[src/rtl/fifo_wr_arbiter.sv]
// Round-robin arbiter sharing one FIFO write port among N producers.
// Grants in bursts and tracks FIFO occupancy so the FIFO never overflows.
module fifo_wr_arbiter #(
    parameter int N     = 4,
    parameter int WIDTH = 8,
    parameter int DEPTH = 16,
    parameter int BURST = 4
) (
    input  logic                         clk,
    input  logic                         reset,
    input  logic [N-1:0]                 req,
    input  logic [N*WIDTH-1:0]           wdata,
    output logic [N-1:0]                 gnt,
    output logic [N-1:0]                 accept,
    output logic                         fifo_wr_ena,
    output logic [WIDTH-1:0]             fifo_data,
    input  logic                         fifo_rd_ena,
    output logic [$clog2(DEPTH+1)-1:0]   level,
    output logic                         full
);

    localparam int IW = (N > 1) ? $clog2(N) : 1;
    localparam int CW = $clog2(BURST + 1);
    localparam int LW = $clog2(DEPTH + 1);

    typedef enum logic {IDLE, BUSY} state_t;

    state_t        state, state_nx;
    logic [IW-1:0] owner, owner_nx;
    logic [IW-1:0] rr, rr_nx;
    logic [IW-1:0] pick, idx;
    logic [CW-1:0] cnt, cnt_nx;
    logic [N-1:0]  gnt_nx;
    logic          found;
    logic          space;
    logic          take;
    logic          rd_eff;

    assign space  = level < LW'(DEPTH);
    assign full   = level == LW'(DEPTH);
    assign rd_eff = fifo_rd_ena & (level != '0);
    assign take   = (state == BUSY) & req[owner] & space;

    // First requester at or above the round-robin pointer, with wrap.
    always_comb begin
        pick  = '0;
        idx   = '0;
        found = 1'b0;
        for (int k = 0; k < N; k++) begin
            idx = IW'((int'(rr) + k) % N);
            if (!found && req[idx]) begin
                found = 1'b1;
                pick  = idx;
            end
        end
    end

    always_comb begin
        accept = '0;
        if (take) accept[owner] = 1'b1;
    end

    always_comb begin
        state_nx = state;
        owner_nx = owner;
        rr_nx    = rr;
        cnt_nx   = cnt;
        gnt_nx   = gnt;
        unique case (state)
            IDLE: begin
                if (found && space) begin
                    state_nx       = BUSY;
                    owner_nx       = pick;
                    cnt_nx         = '0;
                    gnt_nx         = '0;
                    gnt_nx[pick]   = 1'b1;
                end
            end
            BUSY: begin
                // A full FIFO only stalls; the grant is kept.
                if (!req[owner] || (take && cnt == CW'(BURST - 1))) begin
                    state_nx = IDLE;
                    gnt_nx   = '0;
                    cnt_nx   = '0;
                    rr_nx    = (owner == IW'(N - 1)) ? '0 : owner + 1'b1;
                end else if (take) begin
                    cnt_nx = cnt + 1'b1;
                end
            end
        endcase
    end

    always_ff @(posedge clk) begin
        if (reset) begin
            state       <= IDLE;
            owner       <= '0;
            rr          <= '0;
            cnt         <= '0;
            gnt         <= '0;
            fifo_wr_ena <= 1'b0;
            fifo_data   <= '0;
            level       <= '0;
        end else begin
            state       <= state_nx;
            owner       <= owner_nx;
            rr          <= rr_nx;
            cnt         <= cnt_nx;
            gnt         <= gnt_nx;
            fifo_wr_ena <= take;
            if (take) fifo_data <= wdata[int'(owner)*WIDTH +: WIDTH];
            level       <= level + LW'(take) - LW'(rd_eff);
        end
    end

endmodule

[config.mk]
export PLATFORM = sky130hd
export DESIGN_NAME = fifo_wr_arbiter
export DESIGN_NICKNAME = d
export VERILOG_FILES = /design/src/rtl/fifo_wr_arbiter.sv
export SDC_FILE = /design/constraint.sdc
export NUM_CORES = 1
export LEC_CHECK = 0
export ABC_AREA = 1
export BUFFER_PORTS_ARGS = -buffer_cell sky130_fd_sc_hd__buf_2
export CAP_MARGIN = 20
export CORE_MARGIN = 8
export CORE_UTILIZATION = 35
export DETAILED_ROUTE_END_ITERATION = 10
export GPL_TIMING_DRIVEN = 0
export PLACE_DENSITY_LB_ADDON = 0.08
export SLEW_MARGIN = 0
export SYNTH_ARGS = -nofsm -noshare
export SYNTH_HDL_FRONTEND = slang
export SYNTH_SLANG_ARGS = --single-unit
[constraint.sdc]
create_clock -name clk -period 2.97 [get_ports clk]
set_input_delay 0.7425 -clock clk [delete_from_list [all_inputs] [get_ports clk]]
set_output_delay 0.7425 -clock clk [all_outputs]
set_load 0.05 [all_outputs]
# After elaboration in Yosys (flattened, before gate mapping)
# Index checks and enable logic that the tools add are counted.
[word_totals]
reg_bits = 26
latchBits = 0
ramBits = 0
rom_bits = 0
memories = 0
[classes]
n_addsub = 7
n_mul = 0
div_mod_pow = 0
magnitude_cmp = 9
eq_ne = 6
shift = 1
n_mux = 34
bitwise_logic = 4
reduce_logical = 17
[ops]
columns = ["op", "count"]
rows = [
  ["32-bit by 6-bit variable part select with 8-bit output", 1],
  ["2-bit by 3-bit less-than comparator with 1-bit output, second input constant", 6],
  ["1-bit 2-to-1 mux", 13],
  ["4-bit 2-to-1 mux", 3],
  ["1-bit binary-select mux with 2-bit select", 5],
  ["2-bit 2-to-1 mux", 5],
  ["3-bit 2-to-1 mux", 3],
  ["4-bit one-hot mux with 2 select lines", 1],
  ["2-bit AND reduction", 4],
  ["1-bit logical AND", 7],
  ["3-bit one-hot mux with 2 select lines", 1],
  ["5-bit by 1-bit adder with 5-bit output", 1],
  ["5-bit equality test, second input constant", 1],
  ["5-bit less-than comparator, second input constant", 1],
  ["5-bit nonzero test", 1],
  ["5-bit by 1-bit subtractor with 5-bit output", 1],
  ["2-bit by 1-bit adder with 2-bit output, second input constant", 2],
  ["2-bit adder, second input constant", 2],
  ["1-bit demux with 2-bit select", 2],
  ["2-bit by 1-bit >= comparator with 1-bit output, second input constant", 2],
  ["1-bit zero test", 4],
  ["3-bit by 1-bit adder with 3-bit output, second input constant", 1],
  ["1-bit AND", 3],
  ["3-bit by 2-bit equality test with 1-bit output, second input constant", 1],
  ["7 further kinds", 7],
]

# Logic depth before layout (Yosys ltp)
[depth]
depth_word = 18
depth_mapped = 18
depth_no_buf = 17

# Worst setup path before layout
# OpenSTA, ideal clock, no wires.
[synth_timing]
kind = "flip-flop to output port"
start = "register level[4]"
end = "output port full"
t_arrival_ps = 2520
path_slack_ps = -292
stages_incl_launch_ff = 3
n_path_buf = 0
path_cell_list = "dfxtp_1 inv_1 nor4_1"
[synth_via]
elab_chain_cells = 1
[synth_rtl]
columns = ["item", "line", "source"]
rows = [
  ["start: declaration", "18", "output logic [$clog2(DEPTH+1)-1:0] level,"],
  ["start signal: assignment", "111", "level <= level + LW'(take) - LW'(rd_eff);"],
  ["5-bit equality test", "40", "assign full = level == LW'(DEPTH);"],
  ["end: declaration", "19", "output logic full"],
]
# Every way passes these cells.

# Final worst setup path
[layout_timing]
start = "input port req[2]"
end = "output port accept[3]"
[layout_via]
elab_chain_cells = 5
[layout_rtl]
columns = ["item", "line", "source"]
rows = [
  ["start: declaration", "11", "input logic [N-1:0] req,"],
  ["1-bit binary-select mux with 2-bit select", "42", "assign take = (state == BUSY) & req[owner] & space;"],
  ["1-bit 2-to-1 mux (implied by the code)", "42", ""],
  ["1-bit AND (2 in a row)", "42", ""],
  ["4-bit 2-to-1 mux", "60", "if (take) accept[owner] = 1'b1;"],
  ["end: declaration", "14", "output logic [N-1:0] accept,"],
]
# Every way passes these cells. The select of a mux whose other input is x is not followed.

==> flow_metrics.env <==
export IMPL_fin_skew_ns=0.00892
export IMPL_grt_pass1_vias=1841
export IMPL_clk_pin_slew_ns=0.09
export IMPL_final_util_pct=46.1
export IMPL_status="complete, no violations"
export IMPL_timing_rr_end="level[4]$_SDFF_PP0_"
export IMPL_cp_arrival_ns=1.99
export IMPL_fin_nets=393
export IMPL_slew_viol_final=0
export IMPL_rr_startpoint="owner[0]$_SDFFE_PP0P_"
export IMPL_cp_num_buf_inv=3
export IMPL_antenna_found_initial=0
export IMPL_slowest_delay_ns=0.29
export IMPL_grt_pass1_wl_microns=8280
export IMPL_peakVddDrop_mv=0.454
export IMPL_fmax_ghz=0.366
export IMPL_place_hpwl_microns=3930
export IMPL_slew_headroom_pct=62.4
export IMPL_fin_setup_tns_ns=0
export IMPL_n_antenna_cell=0
export IMPL_syn2layout_area_growth_pct=28.0
export IMPL_synth_warning_count=0
export IMPL_nFillCells=565
export IMPL_final_common_cell="buf_2"
export IMPL_setup_violations=0
export IMPL_cts_buffers=3
export IMPL_final_area_sq_um=2340
export IMPL_rsz0062_at_grt="false"
export IMPL_die_h_microns=88.2
export IMPL_coreArea_sq_um=5070
export IMPL_drt_total_wl_microns=5050
export IMPL_cap_violations=0
export IMPL_min_path_type="register to register"
export IMPL_route_detailed_drc=0
export IMPL_critPathRequiredTime_ns=2.23
export IMPL_die_w_microns=88.2
export IMPL_grt_max_degree=16
export IMPL_r2r_slack_ns=0.31
export IMPL_endpoint="accept[3]"
export IMPL_finalPower_mw=2.62
export IMPL_dp_slack_ns=-0.236
export IMPL_cts_path_max_buffers=2
export IMPL_crit_type="input pin to primary output"
export IMPL_syn_avg_cell_area_sq_um=6.71
export IMPL_final_period_utilization_pct=91.9
export IMPL_min_delay_path_depth=2
export IMPL_postRouteAntennaNets=0
export IMPL_crit_path_end_kind="primary output"
export IMPL_hold_violations=0
export IMPL_cts_hold_buf=0
export IMPL_dieArea_sq_um=7780
export IMPL_worst_pin_slew_ns=0.565
export IMPL_syn_nets=324
export IMPL_p_leak_nw=1.20
export IMPL_insertion_delay_ns=0.28
export IMPL_yosysUniqueCellTypes=35
export IMPL_numClockSinks=26
export IMPL_crit_family="buffers and inverters"
export IMPL_layout_common_cells="buf_2, nor2_1, nand2_1"
export IMPL_min_period_ns=2.73
export IMPL_netlist_instances=272
export IMPL_startpoint_type="input pin"
export IMPL_place_congestion=0.757
export IMPL_post_drt_wl_per_cell_microns=12.3
export IMPL_initial_core_util_pct=36.0
export IMPL_dr_pass1_iters=4
export IMPL_cp_common_cell="buf_2"
export IMPL_track_usage_pct=13.0
export IMPL_htreeDepth=1
export IMPL_setup_slack_ns=0.240
export IMPL_io_pins=62
export IMPL_startpoint="req[2]"
export IMPL_power_density_nw_per_um2=1120
export IMPL_via_per_inst=4.62
export IMPL_num_rows=26
export IMPL_netlist_area_sq_um=1830
export IMPL_reg2reg_depth=16
export IMPL_ys_seq_area_share_pct=28.5
export IMPL_cts_root_buffer="clkbuf_8"
export IMPL_layout_drive_gt1_share_pct=31.5
export IMPL_cts_tree="built"
export IMPL_yosys_register_bits=26
export IMPL_io_buffers=61
export IMPL_crit_path_top_delay_cell="buf_2"
export IMPL_route_vias_total=1895
export IMPL_crit_fanout=14
export IMPL_crit_cells=8
export IMPL_crit_chain="buf_2 > o21ai_0 > o21ai_2 > nand2_2 > nor2_4 > inv_4 > nor2_1 > buf_2"
export IMPL_dpl_cell_area_sq_um=2220
export IMPL_grt_overflow=0
export IMPL_drt_iter0_markers=42
## worst min-delay path by stage
stage                                   start                   to  slack, ns
final                     cnt[2]$_SDFFE_PP0P_  cnt[2]$_SDFFE_PP0P_       0.48
after detailed placement  cnt[2]$_SDFFE_PP0P_  cnt[2]$_SDFFE_PP0P_       0.47
after CTS                 cnt[2]$_SDFFE_PP0P_  cnt[2]$_SDFFE_PP0P_       0.48
after global routing      cnt[1]$_SDFFE_PP0P_  cnt[1]$_SDFFE_PP0P_       0.51
after global placement    cnt[2]$_SDFFE_PP0P_  cnt[2]$_SDFFE_PP0P_       0.47
after floorplan           cnt[2]$_SDFFE_PP0P_  cnt[2]$_SDFFE_PP0P_       0.45
## where the power goes
group	total, mW	internal, mW	switching, mW
Sequential	0.587	0.476	0.111
Combinational	1.73	0.548	1.19
Clock	0.300	0.181	0.119
Total	2.62	1.20	1.42
## synthesized netlist by cell type
cell type / count / area [sq um]
nor2_2: 3 / 18.8
clkinv_2: 1 / 5.00
fa_1: 1 / 20.0
buf_2: 2 / 10.0
nor2_1: 47 / 176
a21oi_1: 10 / 50.1
nand3_4: 2 / 35.0
ha_1: 12 / 150
inv_1: 28 / 105
a211oi_1: 1 / 7.51
nor2_4: 1 / 11.3
nand3_1: 15 / 75.1
buf_6: 1 / 11.3
inv_2: 4 / 15.0
buf_1: 1 / 3.75
xnor2_1: 1 / 8.76
o21ai_0: 30 / 150
a31oi_1: 1 / 6.26
dfxtp_1: 26 / 521
nand2_1: 47 / 176
xor2_1: 1 / 8.76
nand2_4: 1 / 11.3
nor4_1: 1 / 6.26
o22ai_1: 8 / 50.1
a21oi_2: 4 / 35.0
nand3b_1: 1 / 7.51
inv_6: 1 / 8.76
o21a_1: 1 / 7.51
nor3_1: 1 / 5.00
buf_4: 1 / 7.51
nand2_2: 11 / 68.8
nor2_8: 1 / 20.0
o21ai_2: 1 / 8.76
clkbuf_1: 4 / 15.0
o41ai_1: 1 / 8.76
## logic make-up (layout without fill, tap and decap cells)
logic type | after synthesis | after routing | share of synthesized area [%]
xor gates and xnor gates | 2 | 2 | 0.960
DFF | 26 | 26 | 28.5
AOI/OAI and AO/OA | 57 | 57 | 17.8
adders and majority gates | 13 | 13 | 9.32
buffers and inverters | 43 | 111 | 9.94
and+or+nand+nor | 131 | 131 | 33.5
## worst min-delay path: stages (launching register included)
cell and delay (ns):
dfxtp_1 0.32, nand2_1 0.08, a21oi_2 0.05
## metrics by stage
| step | hold slack (ns) | std cells |
|---|---|---|
| 2_1_floorplan | 0.449 | 272 |
| 3_3_place_gp | 0.469 | 403 |
| 3_5_place_dp | 0.471 | 403 |
| 4_1_cts | 0.485 | 407 |
| 5_1_grt | 0.510 | 410 |
| 6_report | 0.483 | 410 |
## sequential cells by signal, summed over array words and instances (netlist names)
register / cells
gnt: 4
owner: 2
cnt: 3
fifo_wr_ena: 1
level: 5
fifo_data: 8
state: 1
rr: 2
## layout make-up
| class | instances | area, sq um | share of cell area [%] |
|---|---|---|---|
| clock inverters | 1 | 30.0 | 1.28 |
| flip-flops and latches | 26 | 523 | 22.4 |
| repair buffers | 65 | 335 | 14.3 |
| plain buffers | 8 | 48.8 | 2.09 |
| multi-input cells | 203 | 1130 | 48.6 |
| well taps | 70 | 87.6 | 3.75 |
| inverters | 34 | 136 | 5.84 |
| clock buffers | 3 | 41.3 | 1.77 |
## repair_timing
item,4_1_cts,5_1_grt
setup buffers,0,4
setup endpoints to repair,5,5
pin swaps,0,3
gates resized for setup,2,7
## routing by layer
metal	vias to the layer above	GRT usage (%)	wire length (microns)
li1	1018	-	-
met1	825	15.9	2240
met2	48	22.6	2330
met3	4	2.69	442
met4	0	3.23	40
met5	-	0	0
(Power assumes the default switching activity.)
